[config.mk]
export PLATFORM = sky130hd
export DESIGN_NAME = matrix_power_iter
export DESIGN_NICKNAME = d
export VERILOG_FILES = /design/src/rtl/matrix_power_iter_pkg.sv /design/src/rtl/matrix_power_iter_fp_mac.sv /design/src/rtl/matrix_power_iter.sv
export SDC_FILE = /design/constraint.sdc
export NUM_CORES = 1
export LEC_CHECK = 0
export ABC_AREA = 1
export CELL_PAD_IN_SITES_DETAIL_PLACEMENT = 1
export CELL_PAD_IN_SITES_GLOBAL_PLACEMENT = 1
export CORE_MARGIN = 3
export CORE_UTILIZATION = 41
export DETAILED_ROUTE_END_ITERATION = 6
export GPL_TIMING_DRIVEN = 0
export PLACE_DENSITY = 0.79
export SYNTH_ARGS = -nofsm -noshare
export SYNTH_HDL_FRONTEND = slang
export SYNTH_SLANG_ARGS = --single-unit
[constraint.sdc]
create_clock -name clk -period 7.93 [get_ports clk]
set_input_delay 1.586 -clock clk [delete_from_list [all_inputs] [get_ports clk]]
set_output_delay 1.586 -clock clk [all_outputs]
set_load 0.005 [all_outputs]
[src/rtl/matrix_power_iter_pkg.sv]
// Shared types and helpers for the iterative fixed-point matrix squarer.
// The convergence checker reuses matrix_t, so the defaults here must track the top-level parameters.
package matrix_power_iter_pkg;

  localparam int DEF_N_STOCKS = 2;
  localparam int DEF_WIDTH    = 16;
  localparam int DEF_FRAC     = 10;
  localparam int ONE_FP       = 1 << DEF_FRAC;

  typedef logic signed [DEF_WIDTH-1:0] elem_t;
  typedef elem_t matrix_t [DEF_N_STOCKS][DEF_N_STOCKS];

  typedef enum logic [2:0] {
    IDLE,
    MUL,
    UPDATE,
    CHECK,
    DONE
  } state_e;

  // Arithmetic shift (floor) followed by a clamp to a signed width-bit range.
  function automatic logic signed [63:0] sat_shift(input logic signed [63:0] value,
                                                   input int frac,
                                                   input int width);
    logic signed [63:0] shifted;
    logic signed [63:0] hi;
    logic signed [63:0] lo;
    shifted = value >>> frac;
    hi      = (64'sd1 <<< (width - 1)) - 64'sd1;
    lo      = -hi - 64'sd1;
    if (shifted > hi) return hi;
    if (shifted < lo) return lo;
    return shifted;
  endfunction

endpackage

[src/rtl/matrix_power_iter_fp_mac.sv]
// Signed multiply-accumulate with clear-on-first and a saturating fixed-point output stage.
module fp_mac
  import matrix_power_iter_pkg::*;
#(
  parameter int WIDTH = 16,
  parameter int FRAC  = 10,
  parameter int ACC_W = 33
) (
  input  logic                    clk,
  input  logic                    rst,
  input  logic                    en_i,
  input  logic                    first_i,
  input  logic signed [WIDTH-1:0] a_i,
  input  logic signed [WIDTH-1:0] b_i,
  output logic signed [WIDTH-1:0] result_o
);

  logic signed [ACC_W-1:0] acc_q;
  logic signed [ACC_W-1:0] acc_d;
  logic signed [ACC_W-1:0] product;

  assign product  = ACC_W'(a_i) * ACC_W'(b_i);
  assign acc_d    = (first_i ? '0 : acc_q) + product;
  // The result reflects the sum including this cycle's product, so the final
  // term of a dot product never has to wait for the register.
  assign result_o = WIDTH'(sat_shift(64'(acc_d), FRAC, WIDTH));

  always_ff @(posedge clk or posedge rst) begin
    if (rst) begin
      acc_q <= '0;
    end else if (en_i) begin
      acc_q <= acc_d;
    end
  end

endmodule

[src/rtl/matrix_power_iter.sv]
// Repeatedly squares a fixed-point matrix on one shared MAC until the external
// checker flags convergence or MAX_ITER squarings have been done.
module matrix_power_iter
  import matrix_power_iter_pkg::*;
#(
  parameter  int N_STOCKS = DEF_N_STOCKS,
  parameter  int WIDTH    = DEF_WIDTH,
  parameter  int FRAC     = DEF_FRAC,
  parameter  int MAX_ITER = 16,
  localparam int IW       = $clog2(MAX_ITER + 1),
  localparam int IDX_W    = (N_STOCKS > 1) ? $clog2(N_STOCKS) : 1
) (
  input  logic                    clk,
  input  logic                    rst,
  input  logic                    start,
  input  logic signed [WIDTH-1:0] matrix_in  [N_STOCKS][N_STOCKS],
  input  logic                    conv,
  output logic signed [WIDTH-1:0] matrix_out [N_STOCKS][N_STOCKS],
  output logic                    busy,
  output logic                    done,
  output logic                    converged,
  output logic [IW-1:0]           iter_count
);

  state_e state_q, state_d;

  logic signed [WIDTH-1:0] aMat_q   [N_STOCKS][N_STOCKS];
  logic signed [WIDTH-1:0] bMat_q   [N_STOCKS][N_STOCKS];
  logic signed [WIDTH-1:0] outMat_q [N_STOCKS][N_STOCKS];
  logic [IDX_W-1:0]        rowIdx_q, colIdx_q, kIdx_q;
  logic [IW-1:0]           iter_q;
  logic                    conv_q;

  logic                    lastK, lastCol, lastRow;
  logic signed [WIDTH-1:0] macResult;

  assign lastK   = (kIdx_q   == IDX_W'(N_STOCKS - 1));
  assign lastCol = (colIdx_q == IDX_W'(N_STOCKS - 1));
  assign lastRow = (rowIdx_q == IDX_W'(N_STOCKS - 1));

  fp_mac #(
    .WIDTH (WIDTH),
    .FRAC  (FRAC),
    .ACC_W (2 * WIDTH + $clog2(N_STOCKS))
  ) u_mac (
    .clk      (clk),
    .rst      (rst),
    .en_i     (state_q == MUL),
    .first_i  (kIdx_q == '0),
    .a_i      (aMat_q[rowIdx_q][kIdx_q]),
    .b_i      (aMat_q[kIdx_q][colIdx_q]),
    .result_o (macResult)
  );

  always_comb begin
    state_d = state_q;
    case (state_q)
      IDLE:    if (start) state_d = MUL;
      MUL:     if (lastK && lastCol && lastRow) state_d = UPDATE;
      UPDATE:  state_d = CHECK;
      CHECK: begin
        if (conv || (iter_q == IW'(MAX_ITER))) state_d = DONE;
        else                                    state_d = MUL;
      end
      DONE:    state_d = IDLE;
      default: state_d = IDLE;
    endcase
  end

  always_ff @(posedge clk or posedge rst) begin
    if (rst) begin
      state_q <= IDLE;
    end else begin
      state_q <= state_d;
    end
  end

  always_ff @(posedge clk or posedge rst) begin
    if (rst) begin
      for (int r = 0; r < N_STOCKS; r++) begin
        for (int c = 0; c < N_STOCKS; c++) begin
          aMat_q[r][c]   <= '0;
          bMat_q[r][c]   <= '0;
          outMat_q[r][c] <= '0;
        end
      end
      rowIdx_q <= '0;
      colIdx_q <= '0;
      kIdx_q   <= '0;
      iter_q   <= '0;
      conv_q   <= 1'b0;
    end else begin
      case (state_q)
        IDLE: begin
          if (start) begin
            aMat_q   <= matrix_in;
            iter_q   <= '0;
            conv_q   <= 1'b0;
            rowIdx_q <= '0;
            colIdx_q <= '0;
            kIdx_q   <= '0;
          end
        end
        MUL: begin
          // k is innermost; each (i,j) result lands in B on its final k.
          if (lastK) begin
            bMat_q[rowIdx_q][colIdx_q] <= macResult;
            kIdx_q <= '0;
            if (lastCol) begin
              colIdx_q <= '0;
              rowIdx_q <= lastRow ? '0 : rowIdx_q + IDX_W'(1);
            end else begin
              colIdx_q <= colIdx_q + IDX_W'(1);
            end
          end else begin
            kIdx_q <= kIdx_q + IDX_W'(1);
          end
        end
        UPDATE: begin
          aMat_q   <= bMat_q;
          outMat_q <= bMat_q;
          iter_q   <= iter_q + IW'(1);
        end
        CHECK: begin
          if (conv) conv_q <= 1'b1;
        end
        default: ;
      endcase
    end
  end

  assign matrix_out = outMat_q;
  assign busy       = (state_q == MUL) || (state_q == UPDATE) || (state_q == CHECK);
  assign done       = (state_q == DONE);
  assign converged  = conv_q;
  assign iter_count = iter_q;

endmodule
==> out/metrics.csv <==
metric;value;unit
status;finished with violations;
failing checks;negative setup slack;
GR Overflow Total;0;
share of cells above drive strength 1;0.226;
xor/xnor share of the synthesized area;0.0187;
largest net degree at the start of global routing;41;
crit path DAT;9.60;ns
Worst setup EP type;register;
Worst EP required;8.44;ns
Initial DRT Pass Iterations;5;
first-pass GRT wire length;152;mm
area of the mapped netlist;22900;um2
GP Congestion;0.964;
TritonCTS clock tree;done;
crit-path most repeated cell;nand2_1;
root buffer cell;clkbuf_16;
core area;55200;um2
sequential-to-total area share from yosys stat;0.259;
CP max FO;7;
crit path time final;9.10;ns
synthesis-to-layout area growth;37.2;%
Clock Path Buffers;3;
Synth Area in Simple Gates;0.236;
initial antenna violation count;3;
Main synth FF type;dfrtp_1;
Final period util;1.15;
antenna-violating nets left;0;
syn avg cell area;7.60;um2
Vias;22900;
Antenna Cells;0;
Warnings, synthesis;0;
Final Cell Area;31400;um2
H-tree Lvls;1;
vias in the first global route;24800;
asr flop ratio synth;1.00;
CTS buffer count;26;
Commonest cells post-synth;nand2_1, inv_1, fa_1, dfrtp_1, ha_1;
CP max stage delay;0.57;ns
Routed wire per std cell;26.1;um
Routed Wire Length;108;mm
Worst Path Class, Setup;reg2reg;
clk_lat worst skew;0.57;ns
Synth Area in Adders;0.294;
Worst setup SP type;register;
die width;242;um
I/O Buffers;139;
Fin. Hold Viols;0;
IO Count;140;
Yosys top cell area share;0.259;
number of core rows;86;
die height;242;um
critical path's slowest cell;fa_2;
post-synth top area cell;dfrtp_1;
CTS clock-pin slew for the worst setup and hold paths;0.07;ns
Synthesized Nets;3463;
Rel. slew slack;0.0899;
cell with the most instances after synthesis;nand2_1;
max_cap viols;0;
clk sinks;237;
setup ws final;-1.17;ns
placed cell area;25600;um2
Yosys cell types;48;
mux cell area share after synthesis;0;
die area;58800;um2
post-DP HPWL;74.0;mm
maximum clock rate;110;MHz
drt initial violations;1900;
nets;3821;
Slew Limit Fails;0;
Total GRT Usage;0.342;
largest family of logic cells by synthesized area;adder cells;
synthesis-stage register bit count;237;
number of remaining DRC errors;0;
RSZ-0062 raised after global routing;yes;
initial core utilization;0.415;
Tightest Pin Transition;1.35;ns
cell count after synthesis;3015;
Post-synth EDFFs;0;
HP Class;reg2reg;
complex-gate fraction of the synthesized area;0.0697;
Clock Skews;0.0134;ns
setup violators final;80;
via/cell ratio;5.53;
ranking of synthesized cells by area;dfrtp_1, fa_1, nand2_1, inv_1, ha_1;
[worst max-delay path: cells and delay by family (launching register included)]
| kind | cells | cell delay, ns |
|---|---|---|
| simple gates | 14 | 1.54 |
| flops | 1 | 0.51 |
| compound gates | 8 | 1.47 |
| fa+ha+maj | 8 | 3.70 |
| xor+xnor | 1 | 0.35 |
| buf+inv | 11 | 1.41 |
[area by class of cell]
type / instances / area (um2)
clock inverters: 13 / 196
repair buffers: 330 / 3340
multi-input cells: 2039 / 16900
plain buffers: 101 / 962
inverters: 638 / 2430
clock buffers: 35 / 734
fillers: 6464 / 23800
flip-flops and latches: 237 / 5930
well taps: 748 / 936
[worst paths after layout]
kind / startpoint / to / slack, ns / depth (start not counted)
min: matrix_out[45] / matrix_out[45] / 0.47 / 2
min reg2reg: matrix_out[45] / matrix_out[45] / 0.47 / 2
max in group asynchronous: rst / u_mac.acc_q[24] / 5.22 / 5
max reg2reg: kIdx_q / bMat_q[40] / -1.17 / 42
min in group asynchronous: rst / matrix_out[49] / 1.50 / 2
max: kIdx_q / bMat_q[40] / -1.17 / 42
[kinds of logic (layout without fill, tap and decap cells)]
family	Yosys count	count (layout)
buf+inv	739	1117
simple gates	1349	1349
flops	237	237
fa+ha+maj	380	380
xor+xnor	49	49
compound gates	261	261
[metrics by stage]
stage / hold WS (ns) / utilization / setup WS (ns) / cells / TNS, ns
after floorplan: 0.449 / - / 0.00458 / 3015 / 0
after global placement: 0.460 / 0.461 / -2.91 / 3902 / -205.13
after detailed placement: 0.462 / 0.463 / -3.01 / 3908 / -213.91
after CTS: 0.477 / 0.543 / -0.688 / 4087 / -38.98
after global routing: 0.505 / 0.570 / -1.50 / 4141 / -100.04
final: 0.475 / 0.570 / -1.17 / 4141 / -73.72
[repair_timing]
item	4_1_cts	5_1_grt
setup buffers	125	52
setup endpoints to repair	88	86
pin swaps	145	96
hold endpoints to repair	0	0
hold buffers	0	0
gates cloned	6	2
gates resized for setup	536	241
[cells in the final DEF (no fill, tap or decap), types with 26 or more instances in the layout]
| cell type | synthesis | routed |
|---|---|---|
| nand2_1 | 1090 | 969 |
| inv_1 | 626 | 585 |
| fa_1 | 263 | 236 |
| dfrtp_1 | 237 | 235 |
| clkdlybuf4s50_1 | 0 | 139 |
| buf_4 | 4 | 138 |
| nand2_2 | 24 | 104 |
| nand3_1 | 97 | 89 |
| ha_1 | 117 | 78 |
| nor2_1 | 101 | 66 |
| clkbuf_1 | 84 | 44 |
| o211ai_1 | 43 | 43 |
| inv_2 | 7 | 39 |
| a21oi_1 | 91 | 38 |
| nand2_4 | 11 | 38 |
| ha_4 | 0 | 37 |
| clkbuf_16 | 0 | 35 |
| a21oi_2 | 1 | 34 |
| buf_6 | 0 | 28 |
| fa_2 | 0 | 27 |
| o21ai_0 | 65 | 26 |
[state kept, by name (all words and copies together), names as in the netlist]
signal       count
aMat_q          64
bMat_q          64
colIdx_q         1
converged        1
iter_count       5
kIdx_q           1
lastRow          1
matrix_out      64
state_q          3
u_mac.acc_q     33
[routing by layer]
metal	up-vias	track usage	part of all wire
met5	-	0	0.00020
met4	4	0.181	0.070
met3	437	0.0579	0.074
met2	1077	0.564	0.47
met1	11700	0.432	0.38
li1	9719	-	-
Power is left out: the tool's default activity adds up to more than one toggle a clock period on the data nets, which glitch-free logic cannot reach.
